## config.mk

```make
export PLATFORM = sky130hd
export DESIGN_NAME = cordic_prerot
export DESIGN_NICKNAME = d
export VERILOG_FILES = /design/src/rtl/cordic_pkg.sv /design/src/rtl/mod360_reducer.sv /design/src/rtl/cordic_prerot.sv
export SDC_FILE = /design/constraint.sdc
export NUM_CORES = 1
export LEC_CHECK = 0
export CORE_ASPECT_RATIO = 0.7
export CORE_MARGIN = 10
export CORE_UTILIZATION = 39
export CTS_CLUSTER_DIAMETER = 120
export DETAILED_ROUTE_END_ITERATION = 10
export PLACE_DENSITY = 0.69
export SKIP_LAST_GASP = 1
export SYNTH_ARGS = -nofsm -noshare
export SYNTH_HDL_FRONTEND = slang
export SYNTH_SLANG_ARGS = --single-unit
```

## constraint.sdc

```tcl
create_clock -name clk -period 3.6 [get_ports clk]
set_input_delay 1.08 -clock clk [delete_from_list [all_inputs] [get_ports clk]]
set_output_delay 1.08 -clock clk [all_outputs]
set_load 0.1 [all_outputs]
```

## src/rtl/cordic_pkg.sv

```systemverilog
// Shared types and constants for the CORDIC pre-rotation front end.
package cordic_pkg;

  typedef enum logic [1:0] {
    Q0   = 2'd0,
    Q90  = 2'd1,
    Q180 = 2'd2,
    Q270 = 2'd3
  } quad_e;

  typedef enum logic [1:0] {
    ST_IDLE   = 2'd0,
    ST_REDUCE = 2'd1,
    ST_QUAD   = 2'd2,
    ST_OUT    = 2'd3
  } state_e;

  localparam int DEG360 = 360;
  localparam int DEG90  = 90;

  // Largest shift of 360 that still fits in an ang_w-bit unsigned angle.
  function automatic int kmax(input int ang_w);
    return ang_w - 9;
  endfunction

endpackage

```

## src/rtl/mod360_reducer.sv

```systemverilog
// Multi-cycle modulo-360 reducer: greedy shift-subtract of 360<<k, with k
// stepping from KMAX down to 0, one step per cycle.
module mod360_reducer
  import cordic_pkg::*;
#(
  parameter int ANG_W = 16
) (
  input  logic             clk,
  input  logic             rst_n,
  input  logic             start,
  input  logic [ANG_W-1:0] angle,
  output logic             done,
  output logic [ANG_W-1:0] residue
);

  localparam int KMAX = kmax(ANG_W);
  localparam int KW   = (KMAX < 1) ? 1 : $clog2(KMAX + 1);

  logic             busy;
  logic [KW-1:0]    k;
  logic [ANG_W-1:0] r;
  logic [ANG_W-1:0] thr;

  // 360<<KMAX fits in ANG_W bits, so the shifted threshold never truncates.
  assign thr     = ANG_W'(DEG360) << k;
  // done is high during the k=0 step; the parent leaves REDUCE on that edge.
  assign done    = busy && (k == '0);
  assign residue = r;

  // Step counter and busy flag; an abort via rst_n discards the work.
  always_ff @(posedge clk or negedge rst_n) begin
    if (!rst_n) begin
      busy <= 1'b0;
      k    <= '0;
    end else if (start) begin
      busy <= 1'b1;
      k    <= KW'(KMAX);
    end else if (busy) begin
      if (k == '0) begin
        busy <= 1'b0;
      end else begin
        k <= k - 1'b1;
      end
    end
  end

  // Residue register: load the raw angle, then conditionally subtract.
  always_ff @(posedge clk) begin
    if (start) begin
      r <= angle;
    end else if (busy && (r >= thr)) begin
      r <= r - thr;
    end
  end

endmodule

```

## src/rtl/cordic_prerot.sv

```systemverilog
// CORDIC front end: handshaked pre-rotation. Rotation mode reduces the angle
// modulo 360 into a 0..89 residue plus quadrant tag; vectoring mode folds
// left-half-plane vectors into the right half-plane.
module cordic_prerot
  import cordic_pkg::*;
#(
  parameter int ANG_W    = 16,
  parameter int DATA_W   = 24,
  parameter int SEL_W    = 4,
  parameter int MODE_BIT = 3,
  parameter int X_INIT   = 256
) (
  input  logic                     clk,
  input  logic                     rst_n,
  input  logic                     in_valid,
  output logic                     in_ready,
  input  logic        [ANG_W-1:0]  in_angle,
  input  logic        [ANG_W-1:0]  another,
  input  logic        [SEL_W-1:0]  select,
  output logic                     out_valid,
  input  logic                     out_ready,
  output logic signed [DATA_W-1:0] x,
  output logic signed [DATA_W-1:0] y,
  output logic signed [DATA_W-1:0] z,
  output logic        [1:0]        quad,
  output logic                     neg_flag,
  output logic        [SEL_W-1:0]  select_out
);

  localparam logic [ANG_W-1:0] A90  = ANG_W'(DEG90);
  localparam logic [ANG_W-1:0] A180 = ANG_W'(2 * DEG90);
  localparam logic [ANG_W-1:0] A270 = ANG_W'(3 * DEG90);

  state_e                     state;
  quad_e                      quad_q;
  logic        [ANG_W-1:0]    a_q;
  logic        [ANG_W-1:0]    b_q;
  logic        [SEL_W-1:0]    sel_q;
  logic                       red_start;
  logic                       red_done;
  logic        [ANG_W-1:0]    r;
  logic signed [DATA_W-1:0]   ax;
  logic signed [DATA_W-1:0]   ay;
  logic signed [DATA_W-1:0]   x_n;
  logic signed [DATA_W-1:0]   y_n;
  logic signed [DATA_W-1:0]   z_n;
  quad_e                      quad_n;
  logic                       neg_n;

  function automatic logic signed [DATA_W-1:0] sext(input logic [ANG_W-1:0] v);
    return {{(DATA_W-ANG_W){v[ANG_W-1]}}, v};
  endfunction

  function automatic logic signed [DATA_W-1:0] zext(input logic [ANG_W-1:0] v);
    return {{(DATA_W-ANG_W){1'b0}}, v};
  endfunction

  assign in_ready  = (state == ST_IDLE);
  assign red_start = (state == ST_IDLE) && in_valid;
  assign quad      = quad_q;

  mod360_reducer #(
    .ANG_W (ANG_W)
  ) u_red (
    .clk     (clk),
    .rst_n   (rst_n),
    .start   (red_start),
    .angle   (in_angle),
    .done    (red_done),
    .residue (r)
  );

  // Operand capture on the accepting edge; vectoring needs them in QUAD.
  always_ff @(posedge clk) begin
    if (red_start) begin
      a_q   <= in_angle;
      b_q   <= another;
      sel_q <= select;
    end
  end

  // QUAD-step results: quadrant fold (rotation) or half-plane fold (vectoring).
  // Negation happens after sign extension so the most negative x has room.
  always_comb begin
    ax     = sext(a_q);
    ay     = sext(b_q);
    x_n    = '0;
    y_n    = '0;
    z_n    = '0;
    quad_n = Q0;
    neg_n  = 1'b0;
    if (sel_q[MODE_BIT]) begin
      if (ax[DATA_W-1]) begin
        x_n    = -ax;
        y_n    = -ay;
        quad_n = Q180;
        neg_n  = 1'b1;
      end else begin
        x_n = ax;
        y_n = ay;
      end
    end else begin
      x_n = DATA_W'(X_INIT);
      if (r >= A270) begin
        quad_n = Q270;
        z_n    = zext(r - A270);
      end else if (r >= A180) begin
        quad_n = Q180;
        z_n    = zext(r - A180);
      end else if (r >= A90) begin
        quad_n = Q90;
        z_n    = zext(r - A90);
      end else begin
        z_n = zext(r);
      end
    end
  end

  // Control FSM with registered outputs, held stable through OUT.
  always_ff @(posedge clk or negedge rst_n) begin
    if (!rst_n) begin
      state      <= ST_IDLE;
      out_valid  <= 1'b0;
      x          <= '0;
      y          <= '0;
      z          <= '0;
      quad_q     <= Q0;
      neg_flag   <= 1'b0;
      select_out <= '0;
    end else begin
      case (state)
        ST_IDLE: begin
          if (in_valid) state <= ST_REDUCE;
        end
        ST_REDUCE: begin
          if (red_done) state <= ST_QUAD;
        end
        ST_QUAD: begin
          x          <= x_n;
          y          <= y_n;
          z          <= z_n;
          quad_q     <= quad_n;
          neg_flag   <= neg_n;
          select_out <= sel_q;
          out_valid  <= 1'b1;
          state      <= ST_OUT;
        end
        ST_OUT: begin
          if (out_ready) begin
            out_valid <= 1'b0;
            state     <= ST_IDLE;
          end
        end
        default: state <= ST_IDLE;
      endcase
    end
  end

endmodule
```

# Yosys cells after proc, flatten, opt, wreduce, memory -nomap -nowiden
# Index checks and enable logic that the tools add are counted.
# Widths: inputs -> output; s select.
dict set report word_totals {
  output_inout_bits 81
  in_bits 40
  word_cells 73
  reg_bits 138
}
dict set report op_classes {
  magnitude_cmp 4
  reduce_logical 11
  shift 1
  muxes 29
  eq_ne 7
  addsub 7
}
# op n
set ops {}
lappend ops {{$mux 16} 6}
lappend ops {{$mux 24} 4}
lappend ops {{$neg 16->24} 2}
lappend ops {{$ge 16x16->1} 1}
lappend ops {{$ge 16x7->1 const B} 1}
lappend ops {{$ge 16x8->1 const B} 1}
lappend ops {{$ge 16x9->1 const B} 1}
lappend ops {{$shl 9x3->16 const A} 1}
lappend ops {{$sub 16x16->16} 1}
lappend ops {{$sub 16x7->16 const B} 1}
lappend ops {{$sub 16x8->16 const B} 1}
lappend ops {{$sub 16x9->16 const B} 1}
lappend ops {{$mux 2} 7}
lappend ops {{$mux 3} 3}
lappend ops {{$ne 2x2->1 const B} 4}
lappend ops {{$pmux 2 s4} 1}
lappend ops {{$mux 1} 7}
lappend ops {{$reduce_bool 2->1} 3}
lappend ops {{$eq 2x2->1 const B} 2}
lappend ops {{$reduce_and 2->1} 2}
lappend ops {{$logic_and 1x1->1} 3}
lappend ops {{$logic_not 3->1} 1}
lappend ops {{$reduce_and 3->1} 1}
lappend ops {{$sub 3x1->3 const B} 1}
lappend ops {{3 further kinds} 3}

# Longest topological paths before layout
# Gate-level depths: netlist of the first run.
dict set report depth {
  depth_word 5
  ltp_mapped 11
  ltp_nobuf 11
}

# Hierarchy
# Synthesis of the first run repeated with hierarchy kept, for this count alone.
dict set report unflattened {
  hier_cells 628
  area_unflattened_um2 6896.6
}
# module seq_area_each_um2 cells_each n_inst area_per_inst_um2
set modules_own_cells {}
lappend modules_own_cells {cordic_prerot 2932.8 476 1 5368.9}
lappend modules_own_cells {mod360_reducer 580.6 152 1 1527.7}

# Least setup slack after synthesis of the first run
# No wires, ideal clock.
dict set report synth_timing {
  path_type {register to register}
  start {register state[0]}
  end {register u_red.r[10], in the netlist u_red.residue[10], enable pin}
  slack_ns -0.333
  arrival_ns 3.577
  synth_period_minus_slack_ns 3.933
  n_path_buf 1
  setup_time_ns 0.356
  t_required_ns 3.244
  path_stages_with_launch 8
  path_cell_list {dfrtp_1 -> inv_1 -> ha_1 -> nand2_1 -> clkinv_1 -> buf_1 -> a21oi_1 -> nand2_1}
}
dict set report synth_between {
  elab_chain_cells 3
}
# element line
set synth_lines {}
lappend synth_lines {{from (decl)} cordic_prerot.sv:34} ;# state_e state;
lappend synth_lines {{from (signal assigned)} cordic_prerot.sv:122} ;# state <= ST_IDLE;
lappend synth_lines {{from (signal assigned)} cordic_prerot.sv:133} ;# if (in_valid) state <= ST_REDUCE;
lappend synth_lines {{from (signal assigned)} cordic_prerot.sv:136} ;# if (red_done) state <= ST_QUAD;
lappend synth_lines {{$logic_not 2->1} n/a}
lappend synth_lines {{net in_ready} cordic_prerot.sv:16} ;# output logic in_ready,
lappend synth_lines {{$logic_and 1x1->1} cordic_prerot.sv:59} ;# assign red_start = (state == ST_IDLE) && in_valid;
lappend synth_lines {{net red_start} cordic_prerot.sv:39} ;# logic red_start;
lappend synth_lines {{$reduce_bool 2->1 (no source line)} n/a}
lappend synth_lines {{to (signal assigned)} mod360_reducer.sv:50} ;# r <= angle;
lappend synth_lines {{to (signal assigned)} mod360_reducer.sv:52} ;# r <= r - thr;
lappend synth_lines {{to (decl)} mod360_reducer.sv:21} ;# logic [ANG_W-1:0] r;
# The timed path passes the listed nets, and every way through them passes these cells.
# A chain may end at the register's enable or synchronous reset.

# Worst setup path after layout of the first run
dict set report layout_timing {
  start {register u_red.k[0]}
  end {register u_red.r[3], in the netlist u_red.residue[3], enable pin}
}
dict set report layout_between {
  elab_chain_cells 4
}
# element line
set layout_lines {}
lappend layout_lines {{from (decl)} mod360_reducer.sv:20} ;# logic [KW-1:0] k;
lappend layout_lines {{from (signal assigned)} mod360_reducer.sv:37} ;# k <= KW'(KMAX);
lappend layout_lines {{from (signal assigned)} mod360_reducer.sv:42} ;# k <= k - 1'b1;
lappend layout_lines {{$shl 9x3->16} mod360_reducer.sv:25} ;# assign thr = ANG_W'(DEG360) << k;
lappend layout_lines {{$ge 16x16->1} mod360_reducer.sv:51} ;# end else if (busy && (r >= thr)) begin
lappend layout_lines {{$logic_and 1x1->1} mod360_reducer.sv:51}
lappend layout_lines {{$reduce_bool 2->1 (no source line)} n/a}
# Every way passes these cells.

==> results.json, run 1 <==
{
  "layout.cells.most_common": "buf_4",
  "yosysSeqAreaShare": 0.516,
  "cts.hold.buffers_added": 0,
  "final_core_util": 0.498,
  "htreeDepth": 4,
  "cts_buffer_depth": 2,
  "rsz0062_at_grt": "no",
  "viasPerCell": 5.47,
  "first_iter_violations": 457,
  "grt_max_degree": 79,
  "hold_class": "reg -> reg",
  "gp_congestion": 0.877,
  "fillers": 1519,
  "critPathMaxFanout": 13,
  "row_count": 40,
  "layout-drive-gt1-share": 0.171,
  "firstDrtPassIters": 5,
  "ctsResizeCount": 0,
  "syn_area_per_cell_um2": 10.9,
  "synth-edff-count": 52,
  "tightest_slew_ps": 1050,
  "fmax_mhz": 304,
  "start_util": 0.397,
  "ys_top_cells_by_area": "dfrtp_1 (29%), edfxtp_1 (23%), ha_1 (6.3%)",
  "yosys_warnings": 0,
  "postCtsSetupRepairBufs": 0,
  "critPathKind": "reg -> reg",
  "clkLatencyLatePin_ps": 430,
  "whs_ps": 476,
  "grt_pass1_vias": 5259,
  "io_buffers": 112,
  "fp.dieArea_mm2": 0.0232,
  "yosysTopAreaCell": "dfrtp_1",
  "synthDominantCellAreaShare": 0.287,
  "synth_ff_type": "dfrtp_1",
  "min_period_over_period": 0.913,
  "period_needed_ps": 3290,
  "max-cap-violations": 0,
  "antenna_left": 0,
  "ys_ff_latch": 130,
  "r2r_setup_slack_ps": 310,
  "numCtsBuffers": 17,
  "startpoint_type": "flop",
  "status": "completed",
  "cts_tree": "yes",
  "routed_wl_mm": 19.1,
  "core_mm2": 0.0172,
  "endpoint_kind": "flop",
  "wire_per_inst_um": 19.4,
  "clock_sinks": 130,
  "clock-root-buffer": "clkbuf_16",
  "grt.overflow.total": 0,
  "syn_inst": 626,
  "hold_violations": 0,
  "grt_pass1_wl_mm": 29.7,
  "drc": 0,
  "die_height_um": 131,
  "dpl.hpwl_mm": 13.9,
  "antenna_found_initial": 0,
  "synthesis.area_mm2": 0.00681,
  "fin_nets": 811,
  "async_reset_ff_frac": 0.600,
  "fin_skew_ps": 10.3,
  "critPathRequiredTime_ps": 3630,
  "finalSetupTns_ps": 0,
  "final-max-slew-violation-count": 0,
  "grt_use_total": 0.163,
  "mostFrequentLayoutCells": "buf_4 (85), dfrtp_1 (78), nand2_1 (52), edfxtp_1 (52)",
  "dr_total_vias": 5370,
  "clkTransAtPathRegs_ps": 70,
  "dieWidth_um": 178,
  "io_pins": 121,
  "slew_headroom": 0.300,
  "setup-violations-final": 0,
  "arrival_ps": 3320,
  "synthToLayoutAreaGrowth_pct": 25.7,
  "synth_cell_types": 65,
  "n_antenna_cell": 0
}
==> flip-flops by register name (all words and copies together), names as in the netlist <==
name	flops
x	24
u_red.residue	16
z	16
sel_q	4
y	24
state	2
u_red.busy	1
u_red.k	3
out_valid	1
select_out	4
neg_flag	1
b_q	16
quad	2
a_q	16
==> worst paths after layout <==
| kind | startpoint | to | cells after the start |
|---|---|---|---|
| worst max-delay path | u_red.k[0] | u_red.residue[3] | 10 |
| min in group asynchronous | rst_n | y[16] | 1 |
| worst min register to register | sel_q[2] | select_out[2] | 1 |
| max in group asynchronous | rst_n | x[7] | 1 |
| worst max register to register | u_red.k[0] | u_red.residue[3] | 10 |
| worst min-delay path | sel_q[2] | select_out[2] | 1 |
==> through the flow <==
stage / setup slack [ps] / cells / instance area, um2
global route: 35.9 / 981 / 8560
floorplan: 214 / 633 / 6840
global placement: 431 / 949 / 7970
finish: 314 / 981 / 8560
detailed placement: 312 / 949 / 7970
CTS: 304 / 981 / 8560
==> Yosys cell counts, types with 19 or more instances <==
master,number
a21oi_1,19
clkbuf_1,25
dfrtp_1,78
edfxtp_1,52
ha_1,34
inv_1,38
nand2_1,52
nor2_1,20
o21ai_0,35
o2bb2ai_1,29
xnor2_1,20
xor2_1,22
==> per-layer routing <==
metal | vias up | part of all wire | global-route usage
met5 | - | 0 | 0
met4 | 0 | 0.0086 | 0.0459
met3 | 14 | 0.058 | 0.0416
li1 | 2511 | - | -
met1 | 2673 | 0.50 | 0.238
met2 | 172 | 0.43 | 0.233
==> cell families after synthesis <==
group                      share of synthesized area
AOI/OAI and AO/OA                              0.175
muxes                                         0.0219
and+or+nand+nor                                0.122
xor gates and xnor gates                      0.0540
DFF                                            0.516
adders and majority gates                     0.0625
other                                       0.000551
buffers and inverters                         0.0478
==> worst max-delay path, cell delays in order, from the launching register on <==
cell and delay (ps):
dfrtp_1 450, inv_1 170, ha_1 370, mux2i_1 240, ha_1 340, a21o_1 200
a21oi_1 130, o21ai_0 160, o211a_1 270, o211ai_1 170, nand2_1 390
==> cell type report <==
| type | count | area [um2] | share of cell area |
|---|---|---|---|
| timing repair buffer | 123 | 1020 | 0.119 |
| inverter | 40 | 150 | 0.0175 |
| clock inverter | 15 | 166 | 0.0194 |
| sequential | 130 | 3510 | 0.411 |
| clock buffer | 17 | 425 | 0.0497 |
| multi-input combinational | 425 | 2990 | 0.350 |
| tap | 231 | 289 | 0.0338 |
Power of run 1 is not shown: default switching activity piles up to over one toggle a cycle in this logic, so the estimate is an artifact.
==> inputs of run 2 (changes only) <==
Settings changed: CORE_UTILIZATION 39 to 50, PLACE_DENSITY 0.69 to 0.83.
==> results.json, run 2 (synthesized netlist as in run 1, its figures left out) <==
{
  "reg2reg_depth": 10,
  "wire_per_inst_um": 20.9,
  "fillers": 1005,
  "htreeDepth": 4,
  "fin_skew_ps": 10.2,
  "dieWidth_um": 159,
  "clkLatencyLatePin_ps": 420,
  "first_iter_violations": 688,
  "synthToLayoutAreaGrowth_pct": 25.0,
  "fin_nets": 814,
  "final_core_util": 0.643,
  "top_regs": "x: 24 flops, y: 24 flops",
  "dpl.hpwl_mm": 14.3,
  "rsz0062_at_grt": "no",
  "hold_class": "reg -> reg",
  "dr_total_vias": 5503,
  "viasPerCell": 5.87,
  "gp_congestion": 0.880,
  "start_util": 0.515,
  "io_pins": 121,
  "tightest_slew_ps": 1040,
  "grt_pass1_wl_mm": 31.2,
  "slew_headroom": 0.303,
  "cts.hold.buffers_added": 0,
  "finalSetupTns_ps": 0,
  "antenna_left": 0,
  "grt_pass1_vias": 5479,
  "hold_depth": 1,
  "grt_use_total": 0.205,
  "status": "completed",
  "fmax_mhz": 298,
  "mostFrequentLayoutCells": "buf_4 (87), dfrtp_1 (78), nand2_1 (52), edfxtp_1 (52)",
  "layout.cells.most_common": "buf_4",
  "endpoint_kind": "flop",
  "antenna_found_initial": 0,
  "rr_startpoint": "u_red.k[0]",
  "clock_sinks": 130,
  "final-max-slew-violation-count": 0,
  "clkTransAtPathRegs_ps": 60,
  "layout-drive-gt1-share": 0.174,
  "min_to": "select_out[0]",
  "timing.rr.end": "u_red.residue[7]",
  "row_count": 35,
  "cts_tree": "yes",
  "setup-violations-final": 0,
  "r2r_setup_slack_ps": 250,
  "arrival_ps": 3410,
  "startpoint_type": "flop",
  "n_antenna_cell": 0,
  "cts_buffer_depth": 2,
  "drc": 0,
  "min_period_over_period": 0.931,
  "period_needed_ps": 3350,
  "postCtsSetupRepairBufs": 0,
  "hold_start": "sel_q[0]",
  "routed_wl_mm": 19.6,
  "numCtsBuffers": 17,
  "grt.overflow.total": 0,
  "critPathRequiredTime_ps": 3650,
  "grt_max_degree": 53,
  "core_mm2": 0.0132,
  "firstDrtPassIters": 5,
  "fp.dieArea_mm2": 0.0188,
  "ctsResizeCount": 0,
  "critPathKind": "reg -> reg",
  "die_height_um": 118,
  "max-cap-violations": 0,
  "critPathMaxFanout": 13,
  "clock-root-buffer": "clkbuf_16",
  "io_buffers": 112,
  "hold_violations": 0
}
run 2: critical path, stage by stage, from the launching register on:
cell,delay (ps)
dfrtp_1,430
inv_1,220
ha_1,210
nand2_1,120
ha_1,340
o21a_1,230
o221ai_1,200
nor3_1,370
o211a_1,270
o211ai_1,120
nand2_1,470
run 2: worst max path at each step:
| stage | start | to | slack, ps | cells past startpoint |
|---|---|---|---|---|
| 3_5_place_dp | u_red.k[0] | u_red.residue[4] | 360 | 10 |
| 6_report | u_red.k[0] | u_red.residue[7] | 250 | 10 |
| 5_1_grt | u_red.k[0] | u_red.residue[10] | 40 | 10 |
| 3_3_place_gp | u_red.residue[3] | z[13] | 570 | 8 |
| 2_1_floorplan | state[0] | u_red.residue[10] | 210 | 7 |
| 4_1_cts | u_red.k[0] | u_red.residue[7] | 260 | 10 |
run 2: per-stage QoR:
| stage | hold slack [ps] | area [um2] | instances | setup slack [ps] |
|---|---|---|---|---|
| after global routing | 506 | 8510 | 938 | 41.8 |
| after floorplan | 454 | 6840 | 633 | 214 |
| after global placement | 457 | 7940 | 906 | 569 |
| after detailed placement | 473 | 7940 | 906 | 357 |
| final | 481 | 8510 | 938 | 247 |
| after CTS | 487 | 8510 | 938 | 260 |
run 2: cell type report:
class                   instances  area, um2  area share
flip-flops and latches        130       3510       0.413
multi-input cells             425       2990       0.352
repair buffers                126       1050       0.124
clock buffers                  19        454      0.0534
well taps                     185        231      0.0272
inverters                      40        150      0.0176
clock inverters                13        113      0.0132
run 2: metal layers:
layer	vias up	GRT usage	wire [um]
met5	-	0	0
met3	14	0.0601	1710
met1	2700	0.287	9060
met2	264	0.306	8660
met4	0	0.0468	188
li1	2525	-	-
Power of run 2 is left out for the same reason.
